File: src/rtl/rv32i_enc_pkg.sv
// Shared op codes, opcode/funct constants and helpers for the RV32I instruction encoder.
// Consumed by rv32i_field_packer and rv32i_instr_encoder.
package rv32i_enc_pkg;

    typedef enum logic [3:0] {
        OP_ADD   = 4'd0,
        OP_SUB   = 4'd1,
        OP_AND   = 4'd2,
        OP_ADDI  = 4'd3,
        OP_LW    = 4'd4,
        OP_SW    = 4'd5,
        OP_BEQ   = 4'd6,
        OP_LUI   = 4'd7,
        OP_AUIPC = 4'd8,
        OP_JAL   = 4'd9,
        OP_JALR  = 4'd10
    } enc_op_e;

    localparam logic [3:0] OP_LAST = 4'd10;

    localparam logic [6:0] OPC_OP     = 7'h33;
    localparam logic [6:0] OPC_OP_IMM = 7'h13;
    localparam logic [6:0] OPC_LOAD   = 7'h03;
    localparam logic [6:0] OPC_STORE  = 7'h23;
    localparam logic [6:0] OPC_BRANCH = 7'h63;
    localparam logic [6:0] OPC_LUI    = 7'h37;
    localparam logic [6:0] OPC_AUIPC  = 7'h17;
    localparam logic [6:0] OPC_JAL    = 7'h6F;
    localparam logic [6:0] OPC_JALR   = 7'h67;

    localparam logic [2:0] F3_ADD  = 3'd0;
    localparam logic [2:0] F3_AND  = 3'd7;
    localparam logic [2:0] F3_LW   = 3'd2;
    localparam logic [2:0] F3_SW   = 3'd2;
    localparam logic [2:0] F3_BEQ  = 3'd0;
    localparam logic [2:0] F3_JALR = 3'd0;

    localparam logic [6:0] F7_BASE = 7'h00;
    localparam logic [6:0] F7_SUB  = 7'h20;

    // addi x0, x0, 0
    localparam logic [31:0] NOP_WORD = 32'h0000_0013;

    function automatic logic is_legal_op(input logic [3:0] op);
        return op <= OP_LAST;
    endfunction

endpackage

File: src/rtl/rv32i_field_packer.sv
// Combinational op + fields -> RV32I word, with op-legality and immediate-range flags.
// The immediate range check exists only when ENC_RANGE_CHECK_EN is defined.
module rv32i_field_packer
    import rv32i_enc_pkg::*;
(
    input  logic [3:0]  op,
    input  logic [4:0]  rd,
    input  logic [4:0]  rs1,
    input  logic [4:0]  rs2,
    input  logic [31:0] imm,
    output logic [31:0] word,
    output logic        legal,
    output logic        range_ok
);

    enc_op_e op_e;

    assign op_e  = enc_op_e'(op);
    assign legal = is_legal_op(op);

    // NOTE: every output of a combinational block gets a default before the case,
    // so an uncovered branch can never infer a latch.
    always_comb begin
        word = NOP_WORD;
        case (op_e)
            OP_ADD:   word = {F7_BASE, rs2, rs1, F3_ADD, rd, OPC_OP};
            OP_SUB:   word = {F7_SUB,  rs2, rs1, F3_ADD, rd, OPC_OP};
            OP_AND:   word = {F7_BASE, rs2, rs1, F3_AND, rd, OPC_OP};
            OP_ADDI:  word = {imm[11:0], rs1, F3_ADD, rd, OPC_OP_IMM};
            OP_LW:    word = {imm[11:0], rs1, F3_LW, rd, OPC_LOAD};
            OP_SW:    word = {imm[11:5], rs2, rs1, F3_SW, imm[4:0], OPC_STORE};
            OP_BEQ:   word = {imm[12], imm[10:5], rs2, rs1, F3_BEQ,
                              imm[4:1], imm[11], OPC_BRANCH};
            OP_LUI:   word = {imm[31:12], rd, OPC_LUI};
            OP_AUIPC: word = {imm[31:12], rd, OPC_AUIPC};
            OP_JAL:   word = {imm[20], imm[10:1], imm[11], imm[19:12], rd, OPC_JAL};
            OP_JALR:  word = {imm[11:0], rs1, F3_JALR, rd, OPC_JALR};
            default:  word = NOP_WORD;
        endcase
    end

`ifdef ENC_RANGE_CHECK_EN
    logic i_ok;
    logic b_ok;
    logic j_ok;
    logic u_ok;

    // Sign-extension test: all bits above the field's sign bit must equal it.
    assign i_ok = (imm[31:11] == {21{imm[11]}});
    assign b_ok = (imm[31:12] == {20{imm[12]}}) && !imm[0];
    assign j_ok = (imm[31:20] == {12{imm[20]}}) && !imm[0];
    assign u_ok = (imm[11:0] == 12'h000);

    always_comb begin
        range_ok = 1'b1;
        case (op_e)
            OP_ADDI, OP_LW, OP_SW, OP_JALR: range_ok = i_ok;
            OP_BEQ:                         range_ok = b_ok;
            OP_JAL:                         range_ok = j_ok;
            OP_LUI, OP_AUIPC:               range_ok = u_ok;
            default:                        range_ok = 1'b1;
        endcase
    end
`else
    assign range_ok = 1'b1;
`endif

endmodule

File: src/rtl/rv32i_instr_encoder.sv
// Single-entry output register streaming encoded RV32I words with target addresses.
// Optional immediate range checking is enabled by defining ENC_RANGE_CHECK_EN.
module rv32i_instr_encoder
    import rv32i_enc_pkg::*;
#(
    parameter int unsigned       ADDR_W    = 32,
    parameter logic [ADDR_W-1:0] BASE_ADDR = '0,
    parameter int unsigned       CNT_W     = 16
) (
    input  logic              clk,
    input  logic              rst_n,
    input  logic              req_valid,
    output logic              req_ready,
    input  logic [3:0]        req_op,
    input  logic [4:0]        req_rd,
    input  logic [4:0]        req_rs1,
    input  logic [4:0]        req_rs2,
    input  logic [31:0]       req_imm,
    input  logic              addr_load,
    input  logic [ADDR_W-1:0] addr_value,
    output logic              instr_valid,
    input  logic              instr_ready,
    output logic [31:0]       instr_word,
    output logic [ADDR_W-1:0] instr_addr,
    output logic [CNT_W-1:0]  instr_count,
    output logic              err_illegal,
    output logic              err_range
);

    logic              valid_q, valid_d;
    logic [31:0]       word_q, word_d;
    logic [ADDR_W-1:0] addr_q, addr_d;
    logic [ADDR_W-1:0] pc_q, pc_d;
    logic [CNT_W-1:0]  count_q, count_d;
    logic              err_illegal_q, err_illegal_d;

    logic [31:0]       packed_word;
    logic              op_legal;
    logic              imm_ok;
    logic              accept;
    logic              drain;
    logic [ADDR_W-1:0] pc_base;

    rv32i_field_packer u_packer (
        .op       (req_op),
        .rd       (req_rd),
        .rs1      (req_rs1),
        .rs2      (req_rs2),
        .imm      (req_imm),
        .word     (packed_word),
        .legal    (op_legal),
        .range_ok (imm_ok)
    );

    assign req_ready = !valid_q || instr_ready;
    assign accept    = req_valid && req_ready;
    assign drain     = valid_q && instr_ready;
    // A same-cycle load overrides the counter for the word being captured.
    assign pc_base   = addr_load ? addr_value : pc_q;

    always_comb begin
        valid_d       = valid_q;
        word_d        = word_q;
        addr_d        = addr_q;
        pc_d          = pc_q;
        count_d       = count_q;
        err_illegal_d = 1'b0;

        if (drain && (count_q != '1)) begin
            count_d = count_q + CNT_W'(1);
        end
        if (drain) begin
            valid_d = 1'b0;
        end

        if (accept) begin
            valid_d       = 1'b1;
            addr_d        = pc_base;
            pc_d          = pc_base + ADDR_W'(4);
            err_illegal_d = !op_legal;
            word_d        = (op_legal && imm_ok) ? packed_word : NOP_WORD;
        end else if (addr_load) begin
            pc_d = addr_value;
        end
    end

    // NOTE: state registers use non-blocking assignments under an asynchronous
    // active-low reset so every flop samples the pre-edge value of its _d input.
    always_ff @(posedge clk or negedge rst_n) begin
        if (!rst_n) begin
            valid_q       <= 1'b0;
            word_q        <= '0;
            addr_q        <= BASE_ADDR;
            pc_q          <= BASE_ADDR;
            count_q       <= '0;
            err_illegal_q <= 1'b0;
        end else begin
            valid_q       <= valid_d;
            word_q        <= word_d;
            addr_q        <= addr_d;
            pc_q          <= pc_d;
            count_q       <= count_d;
            err_illegal_q <= err_illegal_d;
        end
    end

`ifdef ENC_RANGE_CHECK_EN
    logic err_range_q, err_range_d;

    // Sticky until reset; an illegal op is reported separately and not as a range error.
    always_comb begin
        err_range_d = err_range_q | (accept && op_legal && !imm_ok);
    end

    always_ff @(posedge clk or negedge rst_n) begin
        if (!rst_n) begin
            err_range_q <= 1'b0;
        end else begin
            err_range_q <= err_range_d;
        end
    end

    assign err_range = err_range_q;
`else
    assign err_range = 1'b0;
`endif

    assign instr_valid = valid_q;
    assign instr_word  = word_q;
    assign instr_addr  = addr_q;
    assign instr_count = count_q;
    assign err_illegal = err_illegal_q;

endmodule

File: config.mk
export PLATFORM = sky130hd
export DESIGN_NAME = rv32i_instr_encoder
export DESIGN_NICKNAME = d
export VERILOG_FILES = /design/src/rtl/rv32i_enc_pkg.sv /design/src/rtl/rv32i_field_packer.sv /design/src/rtl/rv32i_instr_encoder.sv
export SDC_FILE = /design/constraint.sdc
export NUM_CORES = 1
export LEC_CHECK = 0
export BUFFER_PORTS_ARGS = -buffer_cell sky130_fd_sc_hd__buf_2
export CAP_MARGIN = 10
export CORE_MARGIN = 5
export CORE_UTILIZATION = 53
export CTS_CLUSTER_SIZE = 24
export DETAILED_ROUTE_END_ITERATION = 7
export GPL_TIMING_DRIVEN = 0
export PLACE_DENSITY = 0.79
export SYNTH_ARGS = -nofsm -noshare
export SYNTH_HDL_FRONTEND = slang
export SYNTH_SLANG_ARGS = --single-unit
File: constraint.sdc
create_clock -name clk -period 1.88 [get_ports clk]
set_input_delay 0.376 -clock clk [delete_from_list [all_inputs] [get_ports clk]]
set_output_delay 0.376 -clock clk [all_outputs]
set_load 0.02 [all_outputs]
==> results of run 1 <==
registers in the layout, summed over array words and instances, names as in the netlist:
signal	count
pc_q	32
instr_addr	32
err_illegal	1
instr_word	31
instr_valid	1
instr_count	16
where the power goes:
part	internal, mW	total, mW	switching (mW)
logic	0.684	1.81	1.12
registers	2.78	3.03	0.249
clock network	2.01	3.10	1.09
per-layer routing:
metal	part of all wire [%]	global-route usage, %	vias to the layer above
met4	1.9	10.2	0
met3	9.0	7.15	38
met2	49	42.7	275
li1	-	-	2635
met1	40	34.2	2754
met5	0	0	-
area by class of cell:
| type | instances | area (um2) |
|---|---|---|
| Tap cell | 143 | 179 |
| Inverter | 14 | 52.6 |
| Multi-Input combinational cell | 460 | 3100 |
| Timing Repair Buffer | 184 | 1010 |
| Sequential cell | 113 | 2830 |
| Clock buffer | 22 | 464 |
| Fill cell | 877 | 3330 |
| Buffer | 30 | 193 |
| Clock inverter | 10 | 110 |
repair_timing:
action	4_1_cts	5_1_grt
resized for setup	22	10
buffers inserted	12	2
pin swaps	6	2
endpoints found under the setup margin	66	72
cells in the mapped netlist (4+ instances only):
cell      count
nor3_1        4
a31oi_1       7
xor2_1       15
nand3_1      33
nand2_1      89
inv_1        13
a21oi_1      30
nand3b_1      7
nand2b_1      6
a21o_1        5
and3_1        6
o21ai_1       9
a221oi_1      5
nor3_2        4
a22oi_1       9
o21ai_0      51
mux2i_1      22
nor2_1       25
nand4_1      11
and2_1        4
mux2_2       10
buf_2         6
dfrtp_1     113
xnor2_1      29
clkbuf_1     17
nor2b_1      10
a32o_1        6
o22ai_1       8
placed cells by master, fill, tap and decap left out, types with 5 or more instances in the layout:
master / instances
buf_2: 171
dfrtp_1: 113
nand2_1: 88
o21ai_0: 51
nand3_1: 33
a21oi_1: 30
xnor2_1: 29
nor2_1: 25
mux2i_1: 21
clkbuf_1: 17
clkbuf_16: 17
buf_4: 16
xor2_1: 15
inv_1: 12
nand4_1: 11
nor2b_1: 10
o21ai_1: 9
mux2_2: 9
a22oi_1: 9
o22ai_1: 8
nand3b_1: 7
a32o_1: 6
and3_1: 6
nand2b_1: 6
a31oi_1: 6
buf_12: 5
a21o_1: 5
a221oi_1: 5
how the worst min path moves through the flow:
stage | start | end | slack, ns | cells after the start
after floorplan | rst_n | err_illegal$_DFF_PN0_ | 0.08 | 0
after global placement | instr_addr[16]$_DFFE_PN0P_ | instr_addr[16]$_DFFE_PN0P_ | 0.46 | 2
after detailed placement | instr_addr[24]$_DFFE_PN0P_ | instr_addr[24]$_DFFE_PN0P_ | 0.46 | 2
after CTS | rst_n | instr_addr[11]$_DFFE_PN0P_ | 0.06 | 1
after global routing | rst_n | pc_q[18]$_DFF_PN0_ | 0.1 | 1
final | rst_n | instr_addr[14]$_DFFE_PN0P_ | 0.04 | 1
kinds of logic (layout without fill, tap and decap cells):
family	after synthesis	in the layout	share of synthesized area [%]
mux	32	32	5.51
xor+xnor	44	44	6.38
buf+inv	47	260	3.79
other cells	1	1	0.0621
flops	113	113	46.8
compound gates	157	157	17.0
fa+ha+maj	3	3	0.580
simple gates	223	223	19.9
per-stage QoR:
step | hold WS [ns] | cell area, um2 | power [mW] | util [%]
finish | 0.0417 | 7940 | 7.93 | 70.5
global route | 0.0969 | 7940 | 8.33 | 70.5
CTS | 0.0602 | 7880 | 7.97 | 69.9
detailed placement | 0.459 | 7170 | 4.83 | 63.6
global placement | 0.457 | 7140 | 4.77 | 63.3
floorplan | 0.0804 | 6110 | 4.12 | -
==> results.yml, run 1 <==
status:
  status: "completed"
yosys:
  ys_ff_latch: 113
  async_reset_ff_share_pct: 100
  synthFlopType: "dfrtp_1"
  netlist_area_um2: 6040
  synth_top_cell_by_area: "dfrtp_1"
  netlist-cell-type-count: 75
  netlist_instances: 620
  synth_top_cell_area_share_pct: 46.8
  post_synth.cell_area_avg_um2: 9.75
  synth_nets: 710
  synth_area_leaders: "dfrtp_1, nand2_1, o21ai_0"
  yosys_warnings: 0
  synth_edf_count: 0
  yosysSeqAreaShare_pct: 46.8
floorplan:
  die_w_um: 117
  io_pins: 172
  initial_core_util_pct: 53.6
  core_region_area_um2: 11300
  die-area_um2: 13600
  die_h_um: 117
  rows: 39
power_and_ir_drop:
  irDropWorstVdd_mv: 0.844
  p_leak_nw: 3.67
  powerDensity_nw_per_um2: 999
global_route:
  grt_pass1_wl_um: 28200
  grt_usage_pct: 26.5
  grt_pass1_vias: 5748
  gr-total-overflow: 0
  grt_max_degree: 58
  antenna_found_initial: 0
hold_path:
  worst_hold_path_type: "in2async"
critical_path:
  cp.depth: 9
  slowest_stage: "nor4b_4"
  crit_chain: "buf_12, buf_12, buf_4, nand4b_1, and2_4, nor4b_4, buf_4, nand3_1, xor2_1"
  r2r_end: "instr_count[15]$_DFFE_PN0P_"
  startpoint: "addr_load"
  worstRegToRegCells: 6
  path_max_fanout: 13
  r2r_start: "instr_count[0]$_DFFE_PN0P_"
  worst_ep_arrival_time_ns: 2.09
  endpoint: "pc_q[23]$_DFF_PN0_"
  crit_family: "simple AND/OR/NAND/NOR gates"
  critPathLaunchType: "input pin"
  cp.required_ns: 2.16
  crit_type: "in2reg"
  path_buf_inv: 4
  crit_path_max_incr_delay_ns: 0.31
  ff2ff_setup_slack_ns: 0.11
  worstSetupEndpointType: "flip-flop"
drt:
  drc: 0
  drt_iter0_drc: 408
  dr_total_vias: 5702
  dr.pass1.iters: 6
  ant_nets: 0
  viasPerCell: 5.84
  drt-total-wl_um: 17600
  routedWlPerCell_um: 18.0
finish:
  fin_nets: 910
  syn2layout_area_growth_pct: 31.5
  diodes: 0
  layout.cells.non_filler: 976
  drive_above_1_share_pct: 32.8
timing:
  fin_setup_tns_ns: 0
  period_share_pct: 96.3
  slew_headroom_pct: 48.1
  setup_viol: 0
  drv_slew: 0
  hold_viol_final: 0
  fmax_mhz: 552
  worstMarginPinSlew_ns: 0.758
  skew_ns: 0.00415
  rsz0062_at_grt: "yes"
  fin_ws_ns: 0.0691
  fin_crit_ns: 1.81
clock_network:
  clock_path_buffers: 2
  clkTransAtPathRegs_ns: 0.05
  clockRootBuffer: "clkbuf_16"
  cts_max_level: 4
  cts_made_buffers: 17
  clkSinkCount: 113
  cts_tree: "yes"
  hold_buffers: 0
  worstSkewPairLatency_ns: 0.41
placed_design:
  hpwl_um: 13100
  place_congestion: 0.930
  dp_cells: 933
  port_buffers: 169
  dp_worst_setup_slack_ns: -0.863
flow_run:
  cap_violations: 0
(Power assumes the default switching activity.)
==> run 2, diff against run 1 <==
==> constraint.sdc (replaced) <==
create_clock -name clk -period 1.88 [get_ports clk]
set_input_delay 0.376 -clock clk [delete_from_list [all_inputs] [get_ports clk]]
set_output_delay 0.376 -clock clk [all_outputs]
set_load 0.01 [all_outputs]
==> run 2 against run 1 <==
The flow now finishes with violations (negative setup slack). Critical path depth is the same. Sequential share of layout area decreased by 0.19 points. Wire length is 3.5% higher. Critical path type is now reg2reg. Largest cell class unchanged. Largest power group unchanged.
==> results.yml, run 2 (synthesis gave the netlist of run 1 again) <==
timing:
  drv_slew: 0
  fin_ws_ns: -0.0434
  worstMarginPinSlew_ns: 0.806
  whs_ns: 0.0391
  period_share_pct: 102
  rsz0062_at_grt: "yes"
  hold_viol_final: 0
  setup_viol: 3
  slew_headroom_pct: 44.7
  fmax_mhz: 520
  skew_ns: 0.00850
  fin_crit_ns: 1.92
global_route:
  antenna_found_initial: 1
  grt_max_degree: 60
  grt_pass1_wl_um: 28500
  grt_pass1_vias: 5680
  grt_usage_pct: 26.8
  gr-total-overflow: 0
finish:
  mostFrequentLayoutCells: "buf_2, dfrtp_1, nand2_1"
  fin_nets: 909
  diodes: 0
  drive_above_1_share_pct: 33.5
  layout.cells.non_filler: 975
  final_cell_area_um2: 7990
  layout_commonest_cell: "buf_2"
  syn2layout_area_growth_pct: 32.2
floorplan:
  core_region_area_um2: 11300
  die-area_um2: 13600
  die_w_um: 117
  initial_core_util_pct: 53.6
  io_pins: 172
  rows: 39
  die_h_um: 117
critical_path:
  r2r_start: "pc_q[3]$_DFF_PN0_"
  worstSetupEndpointType: "flip-flop"
  crit_type: "reg2reg"
  critPathLaunchType: "flip-flop"
  cp.required_ns: 2.21
  startpoint: "pc_q[3]$_DFF_PN0_"
  path_max_fanout: 8
  worst_ep_arrival_time_ns: 2.26
placed_design:
  hpwl_um: 13100
  place_area_um2: 7170
  dp_cells: 933
  place_congestion: 0.921
  dp_worst_setup_slack_ns: -0.820
  port_buffers: 169
drt:
  drt_iter0_drc: 521
  ant_nets: 0
  dr_total_vias: 5748
  drc: 0
  drt-total-wl_um: 18200
  routedWlPerCell_um: 18.7
  viasPerCell: 5.90
  dr.pass1.iters: 7
clock_network:
  cts_made_buffers: 17
  clkSinkCount: 113
  cts_max_level: 4
  clkTransAtPathRegs_ns: 0.06
  worstSkewPairLatency_ns: 0.41
  clock_path_buffers: 2
  clockRootBuffer: "clkbuf_16"
  cts_tree: "yes"
  hold_buffers: 0
power_and_ir_drop:
  p_leak_nw: 3.71
  irDropWorstVdd_mv: 0.814
  powerDensity_nw_per_um2: 1010
  totalPowerFinal_mw: 8.10
status:
  status: "complete, but fails checks"
  violations: "negative setup slack"
flow_run:
  cap_violations: 0
hold_path:
  worst_hold_path_type: "in2async"
[run 2: cell types whose count changed in the layout (fill, tap and decap cells not counted), moves of 2 or more]
cell and change:
bufinv_16 +2, clkbuf_1 -5, clkbuf_2 +2, clkbuf_4 +2, clkbuf_8 +2, clkinvlp_4 -2
nor2_1 -2, nor2_2 +2
[run 2: layer usage]
metal | share of wire [%] | GRT usage (%) | up-vias
li1 | - | - | 2640
met5 | 0.099 | 0 | -
met4 | 2.7 | 11.1 | 2
met1 | 40 | 34.5 | 2771
met3 | 8.5 | 6.89 | 49
met2 | 49 | 43.2 | 286
[run 2: worst max-delay path, stage by stage, from the launching register on]
cell and delay, ns:
dfrtp_1 0.39, mux2i_4 0.09, inv_2 0.07, ha_4 0.14, nand2_4 0.06, a2111oi_4 0.45, nand4_4 0.14, buf_12 0.18
nor3_4 0.18, xnor2_1 0.14
[run 2: cell type report]
class / instances / area (um2)
buffer: 29 / 181
clock buffer: 22 / 484
clock inverter: 10 / 155
fill: 831 / 3290
inverter: 14 / 52.6
multi-input combinational: 460 / 3100
sequential: 113 / 2830
tap: 143 / 179
timing repair buffer: 184 / 1010
[run 2: path summary, 6_finish.rpt]
check / end / cells after the start / slack [ns]
worst max-delay path: pc_q[26]$_DFF_PN0_ / 9 / -0.04
worst min-delay path: instr_addr[14]$_DFFE_PN0P_ / 1 / 0.04
worst max register to register: pc_q[26]$_DFF_PN0_ / 9 / -0.04
worst min register to register: instr_addr[16]$_DFFE_PN0P_ / 2 / 0.47
max in group asynchronous: instr_word[13]$_DFFE_PN0P_ / 2 / 1.10
min in group clk: instr_word[27]$_DFFE_PN0P_ / 3 / 0.22
[run 2: through the flow]
stage                     utilization [%]  TNS [ns]
after global placement               63.3   -125.44
after detailed placement             63.6    -29.30
after global routing                 70.8    -0.255
final                                70.8   -0.0765
after floorplan                         -     -2.66
after CTS                            70.3    -0.550
[run 2: timing repair]
action                     in CTS  in global routing
pin swaps                       9                  4
cloned                          0                  0
setup endpoints to repair      85                 58
resized for setup              21                 21
setup buffers                  12                  2
[run 2: power breakdown]
part	switching, mW	internal (mW)	leakage [nW]	total (mW)
sequential	0.245	2.78	1.39	3.03
combinational	0.936	0.681	2.01	1.62
clock	1.11	2.35	0.312	3.46
